### src/rtl/ip_accum_stage_pkg.sv
// Shared Axiline stage configuration: accumulator FSM states and constant helpers.
package ip_accum_stage_pkg;

   typedef enum logic {
      ACC  = 1'b0,
      FULL = 1'b1
   } state_t;

   function automatic int clog2(input int n);
      int r;
      r = 0;
      for (int i = 0; i < 31; i++)
         if ((1 << i) < n) r = i + 1;
      return r;
   endfunction

endpackage

### src/rtl/ip_accum_stage_sat.sv
// Combinational signed saturation from inW bits down to outW bits, flagging clipping.
module sat_trunc #(
   parameter int inW  = 32,
   parameter int outW = 16
) (
   input  logic [inW-1:0]  in_val,
   output logic [outW-1:0] out_val,
   output logic            clipped
);

   localparam logic signed [inW-1:0] MAXV = {{(inW-outW+1){1'b0}}, {(outW-1){1'b1}}};
   localparam logic signed [inW-1:0] MINV = {{(inW-outW+1){1'b1}}, {(outW-1){1'b0}}};

   always_comb begin
      out_val = in_val[outW-1:0];
      clipped = 1'b0;
      if ($signed(in_val) > MAXV) begin
         out_val = MAXV[outW-1:0];
         clipped = 1'b1;
      end else if ($signed(in_val) < MINV) begin
         out_val = MINV[outW-1:0];
         clipped = 1'b1;
      end
   end

endmodule

### src/rtl/ip_accum_stage.sv
// Accumulates numChunks partial inner products into one saturated dot product,
// offered on a valid/ready output.
module ip_accum_stage
   import ip_accum_stage_pkg::*;
#(
   parameter int bitwidth    = 16,
   parameter int accBitwidth = 32,
   parameter int numChunks   = 4,
   parameter int cntWidth    = (clog2(numChunks) > 0) ? clog2(numChunks) : 1
) (
   input  logic                clk,
   input  logic                rst,
   input  logic                in_valid,
   output logic                in_ready,
   input  logic [bitwidth-1:0] in_sum,
   output logic                out_valid,
   input  logic                out_ready,
   output logic [bitwidth-1:0] out_sum,
   output logic                out_sat,
   output logic [cntWidth-1:0] chunk_idx
);

   localparam logic [cntWidth-1:0] LAST_IDX = cntWidth'(numChunks - 1);

   state_t                         state, state_nxt;
   logic signed [accBitwidth-1:0]  acc, in_ext, total;
   logic [bitwidth-1:0]            sat_val;
   logic                           sat_clip;
   logic                           accept, last;

   assign in_ready  = (state == ACC) || out_ready;
   assign out_valid = (state == FULL);
   assign accept    = in_valid && in_ready;
   assign last      = (chunk_idx == LAST_IDX);
   assign in_ext    = accBitwidth'($signed(in_sum));
   // Chunk 0 ignores whatever the previous vector left in acc.
   assign total     = ((chunk_idx == '0) ? '0 : acc) + in_ext;

   sat_trunc #(.inW(accBitwidth), .outW(bitwidth)) u_sat (
      .in_val  (total),
      .out_val (sat_val),
      .clipped (sat_clip)
   );

   always_ff @(posedge clk or posedge rst) begin
      if (rst) state <= ACC;
      else     state <= state_nxt;
   end

   // An accept in FULL implies out_ready, so it is always a simultaneous pop+push.
   always_comb begin
      state_nxt = state;
      if (accept && last)
         state_nxt = FULL;
      else if (accept || (state == FULL && out_ready))
         state_nxt = ACC;
   end

   always_ff @(posedge clk or posedge rst) begin
      if (rst) begin
         acc       <= '0;
         chunk_idx <= '0;
         out_sum   <= '0;
         out_sat   <= 1'b0;
      end else if (accept) begin
         if (last) begin
            out_sum   <= sat_val;
            out_sat   <= sat_clip;
            chunk_idx <= '0;
         end else begin
            acc       <= total;
            chunk_idx <= chunk_idx + cntWidth'(1);
         end
      end
   end

endmodule

### config.mk
export PLATFORM = sky130hd
export DESIGN_NAME = ip_accum_stage
export DESIGN_NICKNAME = d
export VERILOG_FILES = /design/src/rtl/ip_accum_stage_pkg.sv /design/src/rtl/ip_accum_stage_sat.sv /design/src/rtl/ip_accum_stage.sv
export SDC_FILE = /design/constraint.sdc
export NUM_CORES = 1
export LEC_CHECK = 0
export BUFFER_PORTS_ARGS = -buffer_cell sky130_fd_sc_hd__buf_2
export CAP_MARGIN = 25
export CORE_MARGIN = 5
export CORE_UTILIZATION = 40
export CTS_BUF_LIST = sky130_fd_sc_hd__clkbuf_16
export CTS_CLUSTER_SIZE = 14
export DETAILED_ROUTE_END_ITERATION = 10
export GPL_TIMING_DRIVEN = 0
export SYNTH_ARGS = -nofsm -noshare
export SYNTH_HDL_FRONTEND = slang
export SYNTH_SLANG_ARGS = --single-unit
### constraint.sdc
create_clock -name clk -period 8.6 [get_ports clk]
set_input_delay 0.43 -clock clk [delete_from_list [all_inputs] [get_ports clk]]
set_output_delay 0.43 -clock clk [all_outputs]
set_load 0.01 [all_outputs]
==> summary.txt, run 1 <==
Clock tree
  • Root Driver: clkbuf_16
  • Worst-path clk slew: 0.07 ns
  • Hold buffer count at cts: 0
  • CTS Buffer Depth: 2
  • Worst-Skew Late Latency: 0.30 ns
  • Postcts setup bufs: 0
  • Resized Gates After CTS: 0
  • Sink Count: 52
  • CTS H-tree lvls: 2
  • Clock tree from TritonCTS: yes
  • TritonCTS Buffers: 5

GRT
  • GR Layer Usage met1: 25.6%
  • Largest net degree at the start of global routing: 40
  • Overflow after GRT: 0
  • Initial antenna violation count: 0
  • Met2 Use GR: 27.4%
  • Met3 capacity usage during global routing: 1.69%
  • Global routing's busiest layer: met2
  • First-pass GRT wire length: 18400 um
  • Vias in the first global route: 3658
  • Overall Global Routing Usage: 17.4%

Worst setup path
  • Crit. End Element: flop
  • Crit start category: flop
  • Critical path peak fanout: 10
  • Setup CP Type: reg -> reg
  • Crit-path cells: inv_1 -> ha_1 -> clkbuf_1 -> nor2b_1 -> ha_1 -> nand2_1 -> or4_4 -> o221ai_4 -> a211oi_1 -> o31a_1 -> xnor2_1 -> nor4_1 -> nand4_1 -> or4_4 -> o22ai_4 -> buf_8 -> a21oi_2
  • Data required time of the critical path: 8.78 ns
  • CP Data Arrival Time: 5.28 ns
  • FF-to-FF setup slack: 3.50 ns
  • Max incr delay on CP: 0.56 ns
  • Worst path slowest cell: or4_4

Yosys
  • Largest area contributor in the netlist: dfrtp_1
  • Yosys warns: 0
  • Top-area cell type share of the netlist area: 29.9%
  • Post-synth top flop: dfrtp_1
  • Synthesized area: 4350 um2
  • Post-synth EDFFs: 0
  • Sequential area share after synthesis: 29.9%
  • Synthesized Nets: 535
  • Async SR Flop Fraction: 100%
  • Post-Syn Instances: 481
  • Top cells by area, synth: dfrtp_1 30%, ha_1 9.5%, mux2_2 5.7%
  • Post-synthesis cell type count: 73
  • Syn Area/Cell: 9.05 um2
  • Seq cells post-synth: 52

Die
  • Die area: 13100 um2
  • Die Wd: 114 um
  • Core area: 10700 um2
  • Core Rows: 38
  • # IOs: 41
  • DIE HEIGHT: 114 um
  • Initial Util: 40.5%

Timing
  • Fin. Hold Viols: 0
  • Final min period: 5.10 ns
  • Worst slew pin tran: 0.975 ns
  • Setup_tns: 0 ns
  • Fmax: 196 MHz
  • Max Slew Vio Count: 0
  • Setup Skew: 0.00550 ns
  • Final setup fails: 0
  • Unrepaired setup endpoints after global routing: no
  • Period utilisation layout: 59.3%
  • Max-slew headroom: 34.2%

Detailed routing
  • Average wire per standard cell: 16.2 um
  • WL final: 10900 um
  • Via count: 3651
  • DR vias/cell: 5.45
  • Routed Antenna Nets: 0
  • Initial drt markers: 259
  • Drt first pass iters: 4
  • Number of remaining DRC errors: 0

Finish
  • Ant. Diodes: 0
  • Synth-to-Final Area Change: 12.9%
  • Share of layout cells above drive strength 1: 23.4%
  • Most common cell after layout, fill and taps aside: nand2_1
  • Most frequent cells in the layout: 53 x nand2_1, 52 x dfrtp_1, 40 x a21oi_1, 40 x buf_2, 36 x nor2b_1
  • Fin nets: 583

Worst hold path
  • Hold crit path type: in -> async

Placed design
  • Post-detail-place hpwl: 8480 um
  • GPL Wtd Cong: 0.836
  • I/O Buffers: 40

Flow run
  • Max Cap Violations: 0

Outcome
  • Run status: finished, final reports clean
==> cells by family (layout without fill, tap and decap cells) <==
family                     after synthesis  in the layout  synth area share (%)
and+or+nand+nor                        187            187                  22.9
AOI/OAI and AO/OA                      126            126                  20.3
DFF                                     52             52                  29.9
adders and majority gates               34             34                  9.95
buffers and inverters                   30             79                  5.03
xor gates and xnor gates                26             26                  5.23
muxes                                   26             26                  6.73
==> path summary, 6_finish.rpt <==
path | startpoint | endpoint | depth (start not counted)
setup / recovery | chunk_idx[0]$_DFFE_PP0P_ | out_sum[5]$_DFFE_PP0P_ | 17
hold / removal | rst | chunk_idx[0]$_DFFE_PP0P_ | 2
setup reg to reg | chunk_idx[0]$_DFFE_PP0P_ | out_sum[5]$_DFFE_PP0P_ | 17
hold reg to reg | acc[16]$_DFFE_PP0P_ | acc[16]$_DFFE_PP0P_ | 2
max in group asynchronous | rst | out_sum[7]$_DFFE_PP0P_ | 3
min in group clk | acc[16]$_DFFE_PP0P_ | acc[16]$_DFFE_PP0P_ | 2
==> cell usage after synthesis (all sizes together), types with 3 or more instances <==
master / instances
nand2: 56
a21oi: 52
dfrtp: 52
nor2b: 36
ha: 33
nor2: 28
o21ai: 24
mux2: 23
clkbuf: 14
xnor2: 14
xor2: 12
and2: 10
nand4: 10
a21o: 9
nand3: 9
inv: 7
a211oi: 6
buf: 6
and3: 5
nand2b: 5
nor3: 5
o31ai: 5
or3: 5
o21a: 4
or2: 4
and4: 3
mux2i: 3
o22ai: 3
or4: 3
==> registers in the layout (all words and copies together), names as in the netlist <==
| register | flops |
|---|---|
| acc | 32 |
| chunk_idx | 2 |
| out_sat | 1 |
| out_sum | 16 |
| out_valid | 1 |
==> layout make-up <==
class	count	area (um2)
sequential	52	1300
clock inverter	3	42.5
tap	140	175
timing repair buffer	41	220
multi-input combinational	399	2830
clock buffer	5	125
fill	1086	5830
inverter	7	26.3
buffer	23	193
==> worst max-delay path: cells and delay by family (launching register included) <==
family / cells / cell delay (ns)
AOI/OAI and AO/OA: 5 / 1.10
xor gates and xnor gates: 1 / 0.20
adders and majority gates: 2 / 0.66
buffers and inverters: 3 / 0.73
DFF: 1 / 0.41
and+or+nand+nor: 6 / 1.88
==> routing by layer <==
metal / share of wire [%] / wire, um
met1: 50 / 5410
met2: 45 / 4920
met3: 4.3 / 468
met4: 0.74 / 80
met5: 0 / 0
==> per-stage QoR <==
stage | hold slack (ns) | cells | setup slack [ns] | utilization, % | cell area [um2]
3_3_place_gp | 0.453 | 661 | 3.65 | 44.0 | 4730
3_5_place_dp | 0.419 | 662 | 3.65 | 44.2 | 4750
5_1_grt | 0.129 | 670 | 3.10 | 45.7 | 4920
2_1_floorplan | 0.441 | 481 | 4.25 | - | 4350
4_1_cts | 0.102 | 670 | 3.50 | 45.7 | 4920
6_report | 0.0888 | 670 | 3.50 | 45.7 | 4920
Power of run 1 is not shown: default switching activity piles up to over one toggle a cycle in this logic, so the estimate is an artifact.
==> run 2, diff against run 1 <==
==> constraint.sdc (replaced) <==
create_clock -name clk -period 4.7 [get_ports clk]
set_input_delay 0.235 -clock clk [delete_from_list [all_inputs] [get_ports clk]]
set_output_delay 0.235 -clock clk [all_outputs]
set_load 0.01 [all_outputs]
==> summary.txt, run 2 (synthesis results as in run 1) <==
Finish
  • Synth-to-Final Area Change: 16.5%
  • Largest regs: acc x32, out_sum x16, chunk_idx x2
  • Most common cell after layout, fill and taps aside: nand2_1
  • Design Area, Final: 5070 um2 (+3.2%)
  • Share of layout cells above drive strength 1: 26.7% (+3.3 points)
  • Max reg flops: 32 (unchanged)
  • Biggest register: acc
  • Post-layout util: 47.2% (+1.5 points)
  • Fin nets: 596 (+2.2%)
  • Non-Filler Instances: 683 (+1.9%)
  • Most frequent cells in the layout: 53 x nand2_1, 52 x dfrtp_1, 40 x buf_2
  • Ant. Diodes: 0 (unchanged)

Clock tree
  • Worst-Skew Late Latency: 0.30 ns (about the same)
  • CTS H-tree lvls: 2 (unchanged)
  • Sink Count: 52 (unchanged)
  • Worst-path clk slew: 0.07 ns (about the same)
  • TritonCTS Buffers: 5 (unchanged)
  • CTS Buffer Depth: 2 (unchanged)
  • Clock tree from TritonCTS: yes
  • Root Driver: clkbuf_16

Worst setup path
  • Reg2Reg Launch Point: chunk_idx[1]$_DFFE_PP0P_
  • Crit Reg-Reg Endpoint: out_sum[5]$_DFFE_PP0P_
  • Crit path capture: out_sum[5]$_DFFE_PP0P_
  • CP Data Arrival Time: 4.76 ns (-0.52 ns)
  • Crit. End Element: flop
  • Data required time of the critical path: 4.93 ns (-3.85 ns)
  • Worst reg2reg path depth: 18 (+1)
  • Critical path peak fanout: 10 (unchanged)
  • Max incr delay on CP: 0.56 ns (about the same)
  • Crit start category: flop
  • Setup crit start: chunk_idx[1]$_DFFE_PP0P_
  • Crit-path cells: inv_1 -> ha_1 -> buf_6 -> nor2b_1 -> ha_1 -> buf_6 -> a21o_1 -> a221o_1 -> a31o_1 -> or3_4 -> a211o_1 -> nand2_1 -> mux2_4 -> or4_4 -> o21bai_4 -> buf_6 -> nand2_1 -> a21oi_2
  • Setup CP Type: reg -> reg
  • FF-to-FF setup slack: 0.17 ns (-3.33 ns)
  • CP dominant cell by count: buf_6
  • Worst path slowest cell: or4_4

Die
  • Die area: 13100 um2 (unchanged)
  • # IOs: 41 (unchanged)
  • DIE HEIGHT: 114 um (unchanged)
  • Core area: 10700 um2 (unchanged)
  • Die Wd: 114 um (unchanged)
  • Core Rows: 38 (unchanged)
  • Initial Util: 40.5% (unchanged)

Timing
  • Max Slew Vio Count: 0 (unchanged)
  • Fmax: 221 MHz (+13%)
  • Max-slew headroom: 33.2% (-1.0 points)
  • Final min period: 4.53 ns (-0.567 ns)
  • Final WS setup: 0.167 ns (-3.33 ns)
  • Unrepaired setup endpoints after global routing: no
  • Final setup fails: 0 (unchanged)
  • Setup Skew: 0.00664 ns (+0.00114 ns)
  • Worst slew pin tran: 0.989 ns (+0.0150 ns)
  • Fin. Hold Viols: 0 (unchanged)
  • Period utilisation layout: 96.4% (+37 points)

Placed design
  • Placed Cells: 662 (unchanged)
  • Post-detail-place hpwl: 8480 um (unchanged)
  • Pre-CTS setup slack: -0.254 ns (-3.90 ns)
  • Area after DPL: 4750 um2 (unchanged)
  • I/O Buffers: 40 (unchanged)
  • GPL Wtd Cong: 0.836 (unchanged)

Detailed routing
  • Drt first pass iters: 4 (unchanged)
  • Initial drt markers: 273 (+5.4%)
  • Number of remaining DRC errors: 0 (unchanged)
  • Via count: 3708 (+1.6%)
  • WL final: 11100 um (+2.1%)
  • Average wire per standard cell: 16.3 um (+0.20%)
  • Routed Antenna Nets: 0 (unchanged)
  • DR vias/cell: 5.43 (-0.37%)

Flow run
  • Max Cap Violations: 0 (unchanged)

GRT
  • Overflow after GRT: 0 (unchanged)
  • Vias in the first global route: 3683 (+0.68%)
  • First-pass GRT wire length: 18400 um (about the same)
  • Overall Global Routing Usage: 17.4% (unchanged)
  • Largest net degree at the start of global routing: 40 (unchanged)
  • Initial antenna violation count: 0 (unchanged)

Worst hold path
  • Hold crit path type: in -> reg

Outcome
  • Run status: finished, final reports clean
-- run 2: changes by cell type in the layout (fill, tap and decap cells not counted), sizes merged --
| cell | previous run | this run |
|---|---|---|
| buf | 47 | 61 |
| clkbuf | 19 | 17 |
| dlygate4sd3 | 1 | 2 |
-- run 2: final cells by class --
type | instances | area, um2
inverter | 7 | 26.3
buffer | 23 | 209
multi-input combinational | 399 | 2870
fill | 1064 | 5670
tap | 140 | 175
sequential | 52 | 1300
clock inverter | 3 | 42.5
clock buffer | 5 | 125
timing repair buffer | 54 | 324
-- run 2: worst max-delay path: cells and delay by family (launching register included) --
kind / cells / cell delay, ns
AO/OA/AOI/OAI: 6 / 1.42
AND/OR/NAND/NOR: 5 / 1.30
buffers and inverters: 4 / 0.53
adder cells (fa/ha/maj): 2 / 0.50
flip-flops: 1 / 0.39
multiplexers: 1 / 0.32
-- run 2: per-stage QoR --
step / hold slack [ns] / setup TNS [ns]
2_1_floorplan: 0.441 / 0
3_3_place_gp: 0.453 / -3.16
3_5_place_dp: 0.224 / -3.17
4_1_cts: 0.286 / 0
5_1_grt: 0.307 / 0
6_report: 0.279 / 0
-- run 2: metal layers --
layer	wire (um)	vias to the layer above	global-route usage, %
li1	-	1854	-
met1	5490	1770	25.4
met2	5050	76	27.4
met3	480	8	1.80
met4	86	0	4.91
met5	0	-	0
-- run 2: worst min path at each step --
stage | startpoint | end | cells after the start
after detailed placement | rst | chunk_idx[0]$_DFFE_PP0P_ | 2
final | out_ready | out_valid$_DFFE_PP0P_ | 3
after floorplan | acc[15]$_DFFE_PP0P_ | acc[15]$_DFFE_PP0P_ | 2
after global routing | in_valid | chunk_idx[0]$_DFFE_PP0P_ | 4
after CTS | out_ready | out_valid$_DFFE_PP0P_ | 3
after global placement | acc[18]$_DFFE_PP0P_ | acc[18]$_DFFE_PP0P_ | 2
-- run 2: repair_timing --
action                                  CTS  global route
pin swaps                                 3             4
cloned                                    0             1
hold buffers                              1             0
endpoints found under the setup margin   16            16
gates resized for setup                   9            11
setup buffers                             5             6
endpoints found under the hold margin    13             0
Power of run 2 is left out for the same reason.
